$ cat src/rtl/multicycle_controller.sv
// Control FSM for the multicycle RV32I core: sequences fetch, decode, execute,
// memory and writeback over one shared ALU and one unified memory port.
package multicycle_pkg;
    typedef enum logic [2:0] {
        IMM_I = 3'd0,
        IMM_S = 3'd1,
        IMM_B = 3'd2,
        IMM_J = 3'd3,
        IMM_U = 3'd4
    } imm_src_t;
endpackage

module multicycle_controller
    import multicycle_pkg::*;
(
    input  logic       clk,
    input  logic       reset,
    input  logic [6:0] op,
    input  logic [2:0] funct3,
    input  logic       funct7b5,
    input  logic       zero,
    input  logic       mem_ready,
    output logic       pc_write,
    output logic       adr_src,
    output logic       mem_req,
    output logic       mem_write,
    output logic       ir_write,
    output logic       reg_write,
    output logic [1:0] result_src,
    output logic [1:0] alu_src_a,
    output logic [1:0] alu_src_b,
    output logic [2:0] alu_control,
    output imm_src_t   imm_src,
    output logic       illegal
);

    localparam logic [6:0] OP_LW     = 7'b0000011;
    localparam logic [6:0] OP_SW     = 7'b0100011;
    localparam logic [6:0] OP_R      = 7'b0110011;
    localparam logic [6:0] OP_I      = 7'b0010011;
    localparam logic [6:0] OP_BRANCH = 7'b1100011;
    localparam logic [6:0] OP_JAL    = 7'b1101111;
    localparam logic [6:0] OP_LUI    = 7'b0110111;

    localparam logic [2:0] ALU_ADD = 3'b000;
    localparam logic [2:0] ALU_SUB = 3'b001;
    localparam logic [2:0] ALU_AND = 3'b010;
    localparam logic [2:0] ALU_OR  = 3'b011;
    localparam logic [2:0] ALU_SLT = 3'b101;

    typedef enum logic [3:0] {
        FETCH, DECODE, MEMADR, MEMREAD, MEMWB, MEMWRITE,
        EXECR, EXECI, EXECU, ALUWB, BRANCH, JAL, ERROR
    } state_t;

    state_t state;

    // Only R-type with funct7b5 set subtracts; addi ignores instr[30].
    function automatic logic [2:0] alu_decode(input logic is_r, input logic [2:0] f3,
                                              input logic f7b5);
        case (f3)
            3'b000:  alu_decode = (is_r && f7b5) ? ALU_SUB : ALU_ADD;
            3'b010:  alu_decode = ALU_SLT;
            3'b110:  alu_decode = ALU_OR;
            3'b111:  alu_decode = ALU_AND;
            default: alu_decode = ALU_ADD;
        endcase
    endfunction

    always_comb begin
        case (op)
            OP_LW, OP_I: imm_src = IMM_I;
            OP_SW:       imm_src = IMM_S;
            OP_BRANCH:   imm_src = IMM_B;
            OP_JAL:      imm_src = IMM_J;
            OP_LUI:      imm_src = IMM_U;
            default:     imm_src = IMM_I;
        endcase
    end

    // State register; reset abandons any in-flight instruction or stalled access.
    always_ff @(posedge clk) begin
        if (reset) begin
            state <= FETCH;
        end else begin
            case (state)
                FETCH:    if (mem_ready) state <= DECODE;
                DECODE: begin
                    case (op)
                        OP_LW, OP_SW: state <= MEMADR;
                        OP_R:         state <= EXECR;
                        OP_I:         state <= EXECI;
                        OP_BRANCH:    state <= BRANCH;
                        OP_JAL:       state <= JAL;
                        OP_LUI:       state <= EXECU;
                        default:      state <= ERROR;
                    endcase
                end
                MEMADR:   state <= (op == OP_SW) ? MEMWRITE : MEMREAD;
                MEMREAD:  if (mem_ready) state <= MEMWB;
                MEMWB:    state <= FETCH;
                MEMWRITE: if (mem_ready) state <= FETCH;
                EXECR:    state <= ALUWB;
                EXECI:    state <= ALUWB;
                EXECU:    state <= ALUWB;
                ALUWB:    state <= FETCH;
                BRANCH:   state <= FETCH;
                JAL:      state <= ALUWB;
                ERROR:    state <= ERROR;
                default:  state <= ERROR;
            endcase
        end
    end

    // Outputs decode from state; reset forces everything idle while it is held.
    always_comb begin
        pc_write    = 1'b0;
        adr_src     = 1'b0;
        mem_req     = 1'b0;
        mem_write   = 1'b0;
        ir_write    = 1'b0;
        reg_write   = 1'b0;
        result_src  = 2'b00;
        alu_src_a   = 2'b00;
        alu_src_b   = 2'b00;
        alu_control = ALU_ADD;
        illegal     = 1'b0;
        if (!reset) begin
            case (state)
                FETCH: begin
                    mem_req    = 1'b1;
                    alu_src_b  = 2'b10;
                    result_src = 2'b10;
                    ir_write   = mem_ready;
                    pc_write   = mem_ready;
                end
                DECODE: begin
                    alu_src_a = 2'b01;
                    alu_src_b = 2'b01;
                end
                MEMADR: begin
                    alu_src_a = 2'b10;
                    alu_src_b = 2'b01;
                end
                MEMREAD: begin
                    mem_req = 1'b1;
                    adr_src = 1'b1;
                end
                MEMWB: begin
                    result_src = 2'b01;
                    reg_write  = 1'b1;
                end
                MEMWRITE: begin
                    mem_req   = 1'b1;
                    mem_write = 1'b1;
                    adr_src   = 1'b1;
                end
                EXECR: begin
                    alu_src_a   = 2'b10;
                    alu_control = alu_decode(1'b1, funct3, funct7b5);
                end
                EXECI: begin
                    alu_src_a   = 2'b10;
                    alu_src_b   = 2'b01;
                    alu_control = alu_decode(1'b0, funct3, funct7b5);
                end
                EXECU: begin
                    alu_src_a = 2'b11;
                    alu_src_b = 2'b01;
                end
                ALUWB:  reg_write = 1'b1;
                BRANCH: begin
                    alu_src_a   = 2'b10;
                    alu_control = ALU_SUB;
                    pc_write    = zero ^ funct3[0];
                end
                JAL: begin
                    alu_src_a = 2'b01;
                    alu_src_b = 2'b10;
                    pc_write  = 1'b1;
                end
                ERROR:   illegal = 1'b1;
                default: illegal = 1'b1;
            endcase
        end
    end

endmodule

$ cat config.mk
export PLATFORM = sky130hd
export DESIGN_NAME = multicycle_controller
export DESIGN_NICKNAME = d
export VERILOG_FILES = /design/src/rtl/multicycle_controller.sv
export SDC_FILE = /design/constraint.sdc
export NUM_CORES = 1
export LEC_CHECK = 0
export CAP_MARGIN = 40
export CORE_MARGIN = 5
export CORE_UTILIZATION = 40
export CTS_CLUSTER_SIZE = 10
export DETAILED_ROUTE_END_ITERATION = 16
export PLACE_DENSITY = 0.75
export SLEW_MARGIN = 20
export SYNTH_ARGS = -nofsm -noshare
export SYNTH_HDL_FRONTEND = slang
export SYNTH_SLANG_ARGS = --single-unit
$ cat constraint.sdc
create_clock -name clk -period 2.5 [get_ports clk]
set_input_delay 0.75 -clock clk [delete_from_list [all_inputs] [get_ports clk]]
set_output_delay 0.75 -clock clk [all_outputs]
set_load 0.01 [all_outputs]
==> Word-level counts from Yosys, hierarchy flattened <==
Cells that the tools add are included.
{ "word_totals": {"register_bits": 4, "inputBits": 15, "output_inout_bits": 19, "word_cells": 72} }
{ "op_classes": {"n_eq_ne": 24, "n_mux": 32, "bitwise_logic": 1, "reduce_logical": 14} }
{ "ops": {"columns": ["cell", "count"], "rows": [
  ["case mux 4 bit (7 select lines)", 1],
  ["case mux 3 bit (4 select lines)", 2],
  ["case mux 4 bit (6 select lines)", 1],
  ["equality test 7 x 6 -> 1 bit, second input constant", 3],
  ["case mux 3 bit (3 select lines)", 2],
  ["equality test 4 x 3 -> 1 bit, second input constant", 4],
  ["equality test 4 bit, second input constant", 4],
  ["equality test 7 bit, second input constant", 2],
  ["two-way mux 1 bit", 14],
  ["two-way mux 4 bit", 3],
  ["OR reduction 12 bit", 1],
  ["OR reduction 4 bit", 3],
  ["OR reduction 2 bit", 5],
  ["equality test 4 x 2 -> 1 bit, second input constant", 2],
  ["case mux 2 bit (2 select lines)", 2],
  ["equality test 7 x 2 -> 1 bit, second input constant", 1],
  ["equality test 7 x 5 -> 1 bit, second input constant", 1],
  ["equality test 3 bit, second input constant", 2],
  ["two-way mux 2 bit", 3],
  ["two-way mux 3 bit", 2],
  ["!= test 2 bit, second input constant", 3],
  ["case mux 2 bit (3 select lines)", 1],
  ["OR reduction 3 bit", 2],
  ["equality test 4 x 1 -> 1 bit, second input constant", 1],
  ["6 further kinds", 6]
]} }

==> Longest topological paths before layout <==
{ "logic_depth": {"word_depth": 4, "ltp_mapped": 6, "depth_no_buf": 4} }

==> Least setup slack after synthesis <==
Ideal clock, no wire load.
{ "synth_timing": {"kind": "input -> output", "from": "input op[2]", "to": "output imm_src[0]", "arrival_ns": 1.607, "required_time_ns": 1.750, "path_slack_ns": 0.143, "stages": 4, "n_path_buf": 1, "cell_sequence": "clkbuf_1 nor3_2 inv_1 a21boi_0"} }
{ "synth_via": {"elab_chain_cells": 2, "word_cells_on_any_way": 5, "cone_classes": "eq/ne (4); mux (1)"} }
{ "synth_lines": {"columns": ["item", "line", "text"], "rows": [
  ["from (decl)", "18", "input logic [6:0] op,"],
  ["equality test 7 x 6 -> 1 bit or equality test 7 bit (tied branches)", "71", "case (op)"],
  ["case mux 3 bit (4 select lines) (*)", "71", null],
  ["to (decl)", "33", "output imm_src_t imm_src,"]
]} }
Every way passes the cells marked *; elsewhere a longest branch is shown, timed or not.

==> Final worst setup path <==
{ "layout_timing": {"from": "input op[3]", "to": "output imm_src[1]"} }
The elaborated chain is that of the path after synthesis.

==> flow_summary.toml <==
[power_and_ir_drop]
leakagePower_nw = 0.621
fin_total_pwr_w = 0.000817
power_per_cell_area_nw_per_um2 = 625
vdd_ir_drop_max_mv = 0.375

[worst_setup_path]
worst-path-max-fanout = 3
crit_chain = "dlygate4sd2_1 -> buf_4 -> xnor2_2 -> and3_1 -> clkdlybuf4s15_2"
cp-endpoint = "imm_src[1]"
r2r-end = "state[2]"
crit_type = "in -> out"
crit_arrival_ns = 1.69
cp_slowest_cell = "dlygate4sd2_1"
cp-start-kind = "input port"
worstRegToRegCells = 6
cp.required_ns = 1.75
timing.rr.start = "state[2]"
worstSetupStartpoint = "op[3]"
rrSetupSlack_ns = 0.92
critPathMaxStageDelay_ns = 0.26
end_kind = "primary output"

[yosys]
synth_seq_cells = 4
synth_ff_type = "dfxtp_1"
synthCells = 113
netlist-cell-type-count = 41
synth_top_cell_by_area = "dfxtp_1"
synth_area_leaders = "dfxtp_1 11%, nor2_1 7.0%, nor3_1 6.6%"
synth_warnings = 0
yosysSeqAreaShare = 0.106
synthesis.nets = 128
synth_top_area_share = 0.106
synthArstFlopShare = 0
synth.top_cells.by_count = "14 x nor2_1, 11 x nand2_1, 10 x nor3_1"
netlist_area_um2 = 756
synth.most_common_cell = "nor2_1"
synth.avg_cell_area_um2 = 6.69
synth-edff-count = 0

[global_route]
antenna_found_initial = 0
grt_overflow = 0
grt_max_degree = 17
grt_pass1_vias = 1045
grt_use_total = 0.204
grt_pass1_wl_mm = 4.37

[clock_network]
clock_latency_ns = 0.24
cts_root_buf = "clkbuf_4"
clockBufferDepth = 2
cts.htree.levels = 1
ctsHoldBuffers = 0
numCtsBuffers = 3
clock-sinks = 4
path_clk_slew_ns = 0.04
cts_tree = "done"

[die]
die_height_um = 53.5
die_area_um2 = 2860
num_rows = 15
die_x_um = 53.5
core_um2 = 1760
initial_core_util = 0.428
io_pins = 34

[drt]
postRouteAntennaNets = 0
routed-via-count = 1032
wl_met1_mm = 1.03
wl_met3_um = 119
wirelength_mm = 2.58
drc = 0
dr_wl_met2_mm = 1.40
wl_per_cell_um = 13.2
vias_per_cell = 5.29
highest_layer = "met4"
dr.pass1.iters = 4
drt_iter0_drc = 22

[sta]
worst_pin_slew_ns = 0.277
setup_viol_count_final = 0
rsz0062_at_grt = "true"
finalCriticalPeriod_ns = 2.44
final_max_slew_viol_count = 0
finalHoldViolations = 0
relSlewSlack = 0.815
timing.fmax_mhz = 410
fin_skew_ns = 0.00516
finalSetupTns_ns = 0
period_share = 0.977

[placement]
dp_hpwl_mm = 2.08
place_congestion = 0.815
io_buffers = 33
placed_cell_area_um2 = 1270

[finish]
post-route-cell-area_um2 = 1310
diodes = 0
largest_register = "state"
nets = 187
synthToLayoutAreaGrowth_pct = 73.0
drive_gt1_frac = 0.359
largest_reg_flops = 4
top_regs = "state: 4 flops"

[min_path]
whs_path_depth = 3
hp-class = "reg -> reg"

[run_status]
status = "finished clean"

[run]
cap_violations = 0
-- critical path, delay by kind of cell --
family	cells	cell delay, ns
simple gates	1	0.18
buf+inv	3	0.64
xor+xnor	1	0.12
-- cell type report --
class                      count  area [µm²]
fill                         160         457
timing repair buffer          65         526
inverter                       2        7.51
multi-input combinational     96         638
clock buffer                   3        22.5
tap                           25        31.3
sequential                     4        82.6
-- cells in the final DEF, fill, tap and decap left out, drive strengths merged --
cell type | synthesis | routed
nor2b | 2 | 2
o21bai | 1 | 1
and3 | 3 | 3
xnor2 | 1 | 1
clkdlybuf4s50 | 0 | 2
xor2 | 2 | 2
o2111ai | 2 | 2
a21oi | 8 | 8
nor4 | 4 | 4
nor4bb | 1 | 1
a211oi | 1 | 1
nand2b | 3 | 3
clkdlybuf4s15 | 0 | 4
or2 | 1 | 1
o32a | 2 | 2
and4b | 2 | 2
o21ai | 6 | 6
o211ai | 2 | 2
dlymetal6s2s | 0 | 2
a31o | 1 | 1
and2 | 3 | 3
o31ai | 1 | 1
nand3 | 3 | 3
clkbuf | 5 | 4
nor2 | 14 | 14
dlygate4sd2 | 0 | 19
nand4 | 1 | 1
dfxtp | 4 | 4
nor3 | 11 | 11
inv | 2 | 2
and3b | 1 | 1
o311a | 1 | 1
mux2 | 2 | 2
a21boi | 2 | 2
nand2 | 11 | 11
a311oi | 3 | 3
buf | 6 | 37
o21a | 1 | 1
-- logic make-up after synthesis --
| logic type | count (synthesis) | share of synthesized area |
|---|---|---|
| buf+inv | 13 | 0.0944 |
| compound gates | 31 | 0.298 |
| simple gates | 60 | 0.437 |
| xor+xnor | 3 | 0.0348 |
| flops | 4 | 0.106 |
| mux | 2 | 0.0298 |
-- per-layer routing --
layer / vias to the layer above / track usage
met5: - / 0
met4: 0 / 0.0511
met3: 3 / 0.0225
met2: 33 / 0.396
met1: 462 / 0.230
li1: 534 / -
-- power by group --
part           total (W)  switching (W)  internal, W
clock          0.0000826      0.0000288    0.0000538
sequential      0.000124      0.0000387    0.0000851
combinational   0.000610       0.000298     0.000312
-- per-stage QoR --
| step | std cells | hold WS, ns | setup slack [ns] | utilization |
|---|---|---|---|---|
| after floorplan | 113 | 0.621 | 0.143 | - |
| after global placement | 189 | 0.703 | -0.627 | 0.721 |
| after detailed placement | 189 | 0.732 | -0.703 | 0.721 |
| after CTS | 195 | 0.679 | -0.0574 | 0.740 |
| after global routing | 195 | 0.699 | -0.0226 | 0.741 |
| final | 195 | 0.669 | 0.0585 | 0.741 |
-- worst min-delay path by stage --
stage               startpoint        to  slack, ns
floorplan             state[3]  state[1]       0.62
global placement      state[1]  state[2]       0.70
detailed placement    state[1]  state[1]       0.73
CTS                   state[3]  state[0]       0.68
global route          state[3]  state[0]       0.70
finish                state[3]  state[0]       0.67
-- repair_timing --
| action | in CTS | in global routing |
|---|---|---|
| setup buffers | 3 | 0 |
| gates resized for setup | 59 | 11 |
| endpoints found under the setup margin | 19 | 8 |
| pin swaps | 4 | 3 |
| cloned | 0 | 0 |
Power figures use the tool's default switching activity.
